`config.mk`:
```
export PLATFORM = sky130hd
export DESIGN_NAME = per_bus_master
export DESIGN_NICKNAME = d
export VERILOG_FILES = /design/src/rtl/per_bus_master.sv
export SDC_FILE = /design/constraint.sdc
export NUM_CORES = 1
export LEC_CHECK = 0
export BUFFER_PORTS_ARGS = -buffer_cell sky130_fd_sc_hd__buf_4
export CORE_ASPECT_RATIO = 1.4
export CORE_MARGIN = 2
export CORE_UTILIZATION = 35
export CTS_CLUSTER_DIAMETER = 80
export DETAILED_ROUTE_END_ITERATION = 12
export GPL_ROUTABILITY_DRIVEN = 0
export SLEW_MARGIN = 20
export SYNTH_ARGS = -nofsm -noshare
export SYNTH_HDL_FRONTEND = slang
export SYNTH_SLANG_ARGS = --single-unit
```
`constraint.sdc`:
```
create_clock -name mclk -period 1.8 [get_ports mclk]
set_input_delay 0.45 -clock mclk [delete_from_list [all_inputs] [get_ports mclk]]
set_output_delay 0.45 -clock mclk [all_outputs]
set_load 0.02 [all_outputs]
```
`src/rtl/per_bus_master.sv`:
```
// Peripheral bus initiator: turns single request/response transactions into
// registered per_* bus cycles, including atomic bit-set/bit-clear.
module per_bus_master #(
    parameter logic RMW_EN = 1'b1
) (
    input  logic        mclk,
    input  logic        puc,
    input  logic        req_valid,
    output logic        req_ready,
    input  logic [1:0]  req_op,
    input  logic        req_byte,
    input  logic [8:0]  req_addr,
    input  logic [15:0] req_wdata,
    output logic        rsp_valid,
    input  logic        rsp_ready,
    output logic [15:0] rsp_rdata,
    output logic        rsp_err,
    output logic [7:0]  per_addr,
    output logic [15:0] per_din,
    output logic        per_en,
    output logic [1:0]  per_wen,
    input  logic [15:0] per_dout
);

    typedef enum logic [2:0] {
        IDLE,
        BUS_RD,
        BUS_WR,
        RMW_RD,
        RMW_WR,
        RESP
    } state_t;

    state_t      state_q, state_d;
    logic        clr_q, clr_d;
    logic        byte_q, byte_d;
    logic [8:0]  addr_q, addr_d;
    logic [15:0] wdata_q, wdata_d;
    logic [15:0] rdata_q, rdata_d;
    logic        err_q, err_d;
    logic        per_en_q, per_en_d;
    logic [1:0]  per_wen_q, per_wen_d;
    logic [7:0]  per_addr_q, per_addr_d;
    logic [15:0] per_din_q, per_din_d;

    logic [7:0]  rd_lane;
    logic [15:0] rd_val;
    logic [15:0] mask;
    logic [15:0] mod_val;
    logic        req_bad;

    function automatic logic [1:0] lane_wen(input logic is_byte, input logic odd);
        if (!is_byte) begin
            return 2'b11;
        end
        return odd ? 2'b10 : 2'b01;
    endfunction

    always_comb begin
        rd_lane = addr_q[0] ? per_dout[15:8] : per_dout[7:0];
        rd_val  = byte_q ? {8'h00, rd_lane} : per_dout;
        mask    = byte_q ? {8'h00, wdata_q[7:0]} : wdata_q;
        mod_val = clr_q ? (rd_val & ~mask) : (rd_val | mask);
        req_bad = (!req_byte && req_addr[0]) || (req_op[1] && !RMW_EN);

        state_d    = state_q;
        clr_d      = clr_q;
        byte_d     = byte_q;
        addr_d     = addr_q;
        wdata_d    = wdata_q;
        rdata_d    = rdata_q;
        err_d      = err_q;
        per_en_d   = 1'b0;
        per_wen_d  = 2'b00;
        per_addr_d = '0;
        per_din_d  = '0;

        // Bus outputs are registered, so each state computes the values the
        // bus must show during the state it is about to enter.
        case (state_q)
            IDLE: begin
                if (req_valid) begin
                    clr_d   = req_op[0];
                    byte_d  = req_byte;
                    addr_d  = req_addr;
                    wdata_d = req_wdata;
                    rdata_d = '0;
                    err_d   = req_bad;
                    if (req_bad) begin
                        state_d = RESP;
                    end else begin
                        per_en_d   = 1'b1;
                        per_addr_d = req_addr[8:1];
                        case (req_op)
                            2'b00: state_d = BUS_RD;
                            2'b01: begin
                                state_d   = BUS_WR;
                                per_wen_d = lane_wen(req_byte, req_addr[0]);
                                per_din_d = req_byte ? {req_wdata[7:0], req_wdata[7:0]}
                                                     : req_wdata;
                            end
                            default: state_d = RMW_RD;
                        endcase
                    end
                end
            end
            BUS_RD: begin
                rdata_d = rd_val;
                state_d = RESP;
            end
            RMW_RD: begin
                // Old value is captured and modified in the same edge so the
                // write cycle follows the read with no gap on per_en.
                rdata_d    = rd_val;
                state_d    = RMW_WR;
                per_en_d   = 1'b1;
                per_addr_d = addr_q[8:1];
                per_wen_d  = lane_wen(byte_q, addr_q[0]);
                per_din_d  = byte_q ? {mod_val[7:0], mod_val[7:0]} : mod_val;
            end
            BUS_WR, RMW_WR: begin
                state_d = RESP;
            end
            RESP: begin
                if (rsp_ready) begin
                    state_d = IDLE;
                end
            end
            default: state_d = IDLE;
        endcase
    end

    always_ff @(posedge mclk) begin
        if (puc) begin
            state_q    <= IDLE;
            clr_q      <= 1'b0;
            byte_q     <= 1'b0;
            addr_q     <= '0;
            wdata_q    <= '0;
            rdata_q    <= '0;
            err_q      <= 1'b0;
            per_en_q   <= 1'b0;
            per_wen_q  <= 2'b00;
            per_addr_q <= '0;
            per_din_q  <= '0;
        end else begin
            state_q    <= state_d;
            clr_q      <= clr_d;
            byte_q     <= byte_d;
            addr_q     <= addr_d;
            wdata_q    <= wdata_d;
            rdata_q    <= rdata_d;
            err_q      <= err_d;
            per_en_q   <= per_en_d;
            per_wen_q  <= per_wen_d;
            per_addr_q <= per_addr_d;
            per_din_q  <= per_din_d;
        end
    end

    assign req_ready = (state_q == IDLE);
    assign rsp_valid = (state_q == RESP);
    assign rsp_rdata = rdata_q;
    assign rsp_err   = err_q;
    assign per_en    = per_en_q;
    assign per_wen   = per_wen_q;
    assign per_addr  = per_addr_q;
    assign per_din   = per_din_q;

endmodule

```
=== Word level (Yosys, flattened, before mapping) ===
Index checks and enable logic that the tools add are counted.

* Equal/unequal tests: 8
* Multiplexer cells: 40
* Bitwise operators: 3
* Reduce and logical (&&, ||, !) cells: 10

{| class="wikitable"
|+ Operators by type and width
! cell !! count
|-
| $mux 16 || 9
|-
| $pmux 16 s2 || 2
|-
| $mux 8 || 3
|-
| $mux 2 || 9
|-
| $and 16x16->16 || 1
|-
| $not 16->16 || 1
|-
| $or 16x16->16 || 1
|-
| $pmux 8 s2 || 1
|-
| $pmux 3 s4 || 1
|-
| $mux 1 || 9
|-
| $mux 3 || 3
|-
| $pmux 2 s2 || 2
|-
| $eq 3x2->1 const B || 2
|-
| $eq 3x3->1 const B || 2
|-
| $reduce_and 2->1 || 3
|-
| $eq 3x1->1 const B || 1
|-
| $logic_not 3->1 || 1
|-
| $reduce_or 3->1 || 1
|-
| $eq 2x1->1 const B || 1
|-
| $logic_not 2->1 || 1
|-
| $ne 2x1->1 const B || 1
|-
| $ne 2x2->1 const B || 1
|-
| $pmux 1 s2 || 1
|-
| $reduce_bool 2->1 || 1
|-
| other kinds (3) || 3
|}

* Register bits: 74
* Bits of input ports: 48
* Output and inout port bits: 46
* Word-level logic and storage cells: 72

=== Depth between registers and ports, before layout ===
Gate-level depths: netlist (run 1).

* Depth after elaboration: 10
* Depth in mapped cells: 6
* Gate-level depth less buffers: 3

=== Worst setup path after synthesis (run 1) ===
Ideal clock, no wire load.

* Path type: register to output
* Start point: reg state_q[2]
* End point: out req_ready
* Arrival: 1.077 ns
* Required time: 1.350 ns
* Slack: 0.273 ns
* Stages on the path, launching flop included: 3
* Buffers on the path: 1
* Cells stage by stage: dfxtp_1 buf_2 nor3_1

* Longest elaborated chain between the ends: 1

{| class="wikitable"
|+ RTL lines
! what !! line !! RTL
|-
| start, declared || 34 || <nowiki>state_t state_q, state_d;</nowiki>
|-
| start signal, assigned || 147 || <nowiki>state_q <= state_d;</nowiki>
|-
| $logic_not 3->1 || 161 || <nowiki>assign req_ready = (state_q == IDLE);</nowiki>
|-
| end, declared || 9 || <nowiki>output logic req_ready,</nowiki>
|}

No other way between the ends.

=== Worst setup path after layout (run 1) ===
* Start point: reg state_q[0]
* End point: out req_ready

Same word-level chain as after synthesis.

==> results of run 1 <==
-- state kept, by name (all words and copies together) (netlist names) --
name and cells:
addr_q 9, byte_q 1, clr_q 1, per_addr 8, per_din 16, per_en 1
per_wen 2, rsp_err 1, rsp_rdata 16, state_q 3, wdata_q 16
-- layout make-up --
type	count	area [um2]
fill	926	4850
multi-input combinational	293	1740
sequential	74	1480
timing repair buffer	111	871
clock buffer	9	225
clock inverter	7	141
tap	110	138
inverter	2	7.51
-- power groups by stage --
stage	clock network, W	registers, W	logic, W
CTS	0.00223	0.00179	0.000794
global route	0.00229	0.00180	0.000862
finish	0.00220	0.00179	0.000795
floorplan	0	0.00187	0.000428
detailed placement	0	0.00182	0.000788
global placement	0	0.00182	0.000778
-- Yosys cell counts (2+ instances only) --
cell type,count
a211o_1,8
a21boi_0,8
a21o_1,2
a21oi_1,46
a31oi_1,8
a32oi_1,17
and3_1,8
buf_2,14
buf_6,3
clkbuf_1,22
dfxtp_1,74
inv_1,2
mux2_2,8
nand2_1,65
nand2b_1,3
nand3_1,8
nand4_1,33
nor2_1,21
nor2b_1,18
nor3_1,2
o21ai_0,17
or4bb_1,7
-- critical path: cells and delay by family, from the launching register on --
| kind | cells | cell delay (ns) |
|---|---|---|
| DFF | 1 | 0.32 |
| and+or+nand+nor | 1 | 0.27 |
| buffers and inverters | 2 | 0.37 |
-- metrics by stage --
| stage | hold slack, ns | total power, W | util |
|---|---|---|---|
| CTS | 0.359 | 0.00481 | 0.487 |
| finish | 0.368 | 0.00478 | 0.487 |
| detailed placement | 0.448 | 0.00261 | 0.448 |
| global route | 0.368 | 0.00495 | 0.487 |
| floorplan | 0.436 | 0.00229 | - |
| global placement | 0.444 | 0.00260 | 0.448 |
-- cell families after synthesis --
group / count (synthesis) / share of synthesized area
buf+inv: 43 / 0.0601
xor+xnor: 1 / 0.00257
mux: 8 / 0.0264
simple gates: 174 / 0.273
compound gates: 110 / 0.204
flops: 74 / 0.434
-- repair_timing --
item / 4_1_cts / 5_1_grt
endpoints found under the setup margin: 1 / 0
gates resized for setup: 1 / 0
hold endpoints to repair: 0 / 0
-- layer usage --
metal  wire length, um  share of wire
met1              4210           0.41
met2              5120           0.49
met3               701          0.068
met4               325          0.031
met5                 0              0
-- how the worst min path moves through the flow --
stage	end	depth (start not counted)
floorplan	addr_q[1]	2
global placement	addr_q[7]	2
detailed placement	addr_q[8]	2
CTS	wdata_q[15]	3
global route	addr_q[7]	3
finish	wdata_q[9]	3
==> run_results.csv, run 1 <==
group,metric,value,unit
clock_network,cts_tree,"done",
grt,grt_pass1_vias,3263,
placement,placed_cells,590,
clock_network,cts.hold.buffers_added,0,
placement,port_buffers,93,
timing,layout_setup_ws,0.0596,ns
grt,antenna_found_initial,0,
floorplanning,fp.dieW,87.5,um
grt,grt_max_degree,58,
drt,dr_total_vias,3386,
pwr,seqPwrFrac,0.374,
drt,wl_per_cell,17.1,um
pwr,combPwrFrac,0.166,
worst_setup_path,timing.rr.start,"state_q[0]",
timing,slew_headroom,0.601,
clock_network,clockBufferDepth,2,
timing,period_needed,1.74,ns
drt,via_per_inst,5.59,
synthesis,synth_top_cell_by_area,"dfxtp_1",
layout,final_cell_count_no_fill,606,
grt,busiest_layer,"met2",
layout,fin_nets,539,
floorplanning,io_pins,94,
worst_setup_path,cp_common_cell,"buf_4",
worst_setup_path,reg2reg_setup_slack,0.13,ns
synthesis,synth_top_area_frac,0.434,
worst_setup_path,cp_cell_sequence,"buf_4 > nor3_2 > buf_4",
synthesis,synth.net_count,458,
layout,layout_common_cells,"108 x buf_4, 74 x dfxtp_1, 65 x nand2_1",
timing,final_max_slew_viol_count,0,
layout,syn_to_final_growth,34.9,%
placement,hpwl,7000,um
pwr,internal_power,0.00356,W
floorplanning,core_area,9460,um2
drt,drc,0,
worst_setup_path,endpoint_kind,"primary output",
timing,fin_crit_sh,0.967,
synthesis,yosys_warnings,0,
pwr,switching_share,0.256,
clock_network,postCtsSetupBuffers,0,
synthesis,ys_top_cells_by_area,"dfxtp_1 43%, nand2_1 7.1%, a21oi_1 6.7%",
synthesis,ys_ff_latch,74,
clock_network,path_clk_slew,0.06,ns
worst_setup_path,crit_path_top_delay_cell,"dfxtp_1",
grt,gr-total-overflow,0,
grt,grtUsageMet1,0.236,
layout,diodes,0,
clock_network,cts_root_buf,"clkbuf_16",
synthesis,synth_cell_types,38,
drt,drt-initial-drc-count,194,
timing,hold_viol,0,
grt,use_met2,0.331,
floorplanning,core.rowCount,42,
clock_network,worstSkewPairLatency,0.33,ns
layout,drive_gt1_frac,0.282,
grt,grt_use_total,0.201,
worst_setup_path,crit_arrival,1.29,ns
worst_setup_path,startpoint,"state_q[0]",
timing,worstMarginPinSlew,0.598,ns
worst_setup_path,critPathLaunchType,"flip-flop",
layout,design_area,4610,um2
grt,gr-usage-met3,0.0531,
clock_network,numCtsBuffers,9,
layout,layout_commonest_cell,"buf_4",
synthesis,seq_area_frac_synth,0.434,
clock_network,cts_sinks,74,
timing,clock.fmax,0.575,GHz
flow_run,drv_cap,0,
drt,drt-total-wl,10400,um
synthesis,synth_top_flop_cell,"dfxtp_1",
pwr,leakagePower,1.84,nW
timing,setup_tns,0,ns
grt,grt_pass1_wl,16400,um
synthesis,synth_edf_count,0,
floorplanning,fp.dieH,121,um
pwr,clockPowerShare,0.460,
run_status,run_status,"complete, no violations",
timing,setup_violations,0,
floorplanning,dieArea,10600,um2
floorplanning,start_util,0.361,
min_path,worstHoldStart,"req_wdata[9]",
pwr,peakVddDrop,0.546,mV
timing,final.setup_skew,0.00261,ns
worst_setup_path,worstSetupPathType,"reg2out",
synthesis,synth_area,3410,um2
synthesis,async_reset_ff_frac,0,
worst_setup_path,cp_max_fo,11,
drt,first_pass_iters,5,
synthesis,synth_area_per_cell,8.33,um2
worst_setup_path,r2r-end,"per_din[12]",
worst_setup_path,reg2regPathDepth,5,
worst_setup_path,crit_required,1.35,ns
worst_setup_path,crit_path_end,"req_ready",
pwr,power_density,1040,nW/um2
placement,post_dp_cell_area,4230,um2
clock_network,h-tree-depth,3,
pwr,power_switching,0.00122,W
timing,rsz0062_at_grt,"no",
placement,post-place-ws,0.120,ns
drt,ant_nets,0,
min_path,hp-class,"in2reg",
worst_setup_path,max_stage_delay,0.32,ns
synthesis,syn_inst,410,
(Power assumes the default switching activity.)
==> run 2, diff against run 1 <==
Settings changed: CORE_ASPECT_RATIO 1.4 to not set.
==> run_results.csv, run 2 (synthesis gave the netlist of run 1 again) <==
group,metric,value,unit
floorplanning,core_area,9640,um2
grt,gr-total-overflow,0,
timing,worstMarginPinSlew,0.624,ns
drt,ant_nets,0,
min_path,whs_path_depth,3,
worst_setup_path,worst-path-buf-inv,2,
worst_setup_path,cp_common_cell,"buf_4",
clock_network,h-tree-depth,3,
placement,hpwl,6940,um
drt,wl_per_cell,16.3,um
drt,drc,0,
worst_setup_path,max_stage_delay,0.36,ns
floorplanning,dieArea,10600,um2
timing,rsz0062_at_grt,"no",
min_path,worstHoldStart,"req_addr[2]",
drt,drt-initial-drc-count,162,
worst_setup_path,reg2reg_setup_slack,0.25,ns
worst_setup_path,crit_required,1.35,ns
timing,period_needed,1.72,ns
drt,drt-total-wl,10300,um
timing,final.setup_skew,0.0141,ns
worst_setup_path,endpoint_kind,"primary output",
min_path,min_to,"addr_q[2]",
clock_network,cts_sinks,74,
floorplanning,io_pins,94,
clock_network,cts_root_buf,"clkbuf_8",
clock_network,numCtsBuffers,9,
layout,layout_commonest_cell,"buf_4",
timing,final_max_slew_viol_count,0,
pwr,leakagePower,1.79,nW
drt,first_pass_iters,4,
worst_setup_path,crit_arrival,1.27,ns
layout,diodes,0,
clock_network,path_clk_slew,0.09,ns
flow_run,drv_cap,0,
worst_setup_path,cp_cell_sequence,"buf_4 > nor3_4 > buf_4",
layout,syn_to_final_growth,32.5,%
placement,port_buffers,93,
grt,grt_use_total,0.200,
drt,via_per_inst,5.45,
timing,slew_headroom,0.584,
worst_setup_path,r2r-end,"per_din[0]",
floorplanning,start_util,0.354,
timing,hold_slack,0.343,ns
worst_setup_path,critPathLaunchType,"flip-flop",
clock_network,worstSkewPairLatency,0.36,ns
clock_network,cts_tree,"done",
grt,antenna_found_initial,0,
layout,layout_common_cells,"108 x buf_4, 72 x dfxtp_1, 65 x nand2_1",
clock_network,postCtsSetupBuffers,0,
layout,fin_nets,541,
grt,grt_max_degree,49,
pwr,peakVddDrop,0.456,mV
timing,clock.fmax,0.582,GHz
worst_setup_path,worstSetupPathType,"reg2out",
run_status,run_status,"complete, no violations",
worst_setup_path,cp_max_fo,10,
timing,hold_viol,0,
floorplanning,core.rowCount,36,
clock_network,clockBufferDepth,2,
floorplanning,fp.dieW,103,um
clock_network,cts.hold.buffers_added,0,
timing,setup_violations,0,
grt,grt_pass1_wl,16200,um
worst_setup_path,crit_family,"flip-flops",
min_path,hp-class,"in2reg",
floorplanning,fp.dieH,103,um
timing,fin_crit_sh,0.954,
worst_setup_path,crit_path_top_delay_cell,"dfxtp_2",
pwr,power_density,878,nW/um2
timing,setup_tns,0,ns
worst_setup_path,timing.rr.start,"state_q[1]",
layout,drive_gt1_frac,0.289,
drt,dr_total_vias,3442,
worst_setup_path,reg2regPathDepth,5,
grt,grt_pass1_vias,3339,
## run 2: per-layer routing
layer / track usage / share of wire / wire [um]
met1: 0.253 / 0.44 / 4540
met2: 0.325 / 0.46 / 4720
met5: 0 / 0 / 0
met4: 0.0941 / 0.035 / 355
met3: 0.0454 / 0.063 / 644
## run 2: repair_timing
action                                 CTS  global route
setup endpoints to repair                1             1
endpoints found under the hold margin    0             0
resized for setup                        3             1
cloned                                   0             0
## run 2: worst max-delay path by stage
stage | startpoint | endpoint | slack (ns) | cells past startpoint
finish | state_q[0] | req_ready | 0.08 | 3
global route | state_q[1] | req_ready | 0.0003 | 3
CTS | state_q[2] | rsp_valid | 0.006 | 4
detailed placement | req_valid | rsp_rdata[12] | 0.14 | 5
global placement | req_valid | rsp_rdata[8] | 0.17 | 5
floorplan | state_q[2] | req_ready | 0.27 | 2
## run 2: tightest hold or removal path, cell delays in order
cell and delay, ns:
buf_4 0.11, nand2_1 0.05, a21oi_1 0.05
## run 2: layout make-up
cell class                 count  area (um2)
tap                          133         166
multi-input combinational    293        1750
inverter                       2        7.51
clock inverter                 7        82.6
sequential                    74        1480
clock buffer                   9         124
fill                         984        5120
timing repair buffer         113         911
## run 2: where the power goes
part / internal, W / switching (W)
clock: 0.000664 / 0.000701
combinational: 0.000347 / 0.000461
sequential: 0.00173 / 0.0000660
total: 0.00274 / 0.00123
## run 2: metrics by stage
step           setup WS (ns)  utilization  total power (W)  instances  cell area (um2)
4_1_cts              0.00558        0.469          0.00400        631             4520
3_5_place_dp           0.137        0.446          0.00263        615             4300
2_1_floorplan          0.273            -          0.00229        410             3410
3_3_place_gp           0.170        0.446          0.00261        615             4300
6_report              0.0829        0.469          0.00397        631             4520
5_1_grt             0.000349        0.469          0.00416        631             4520
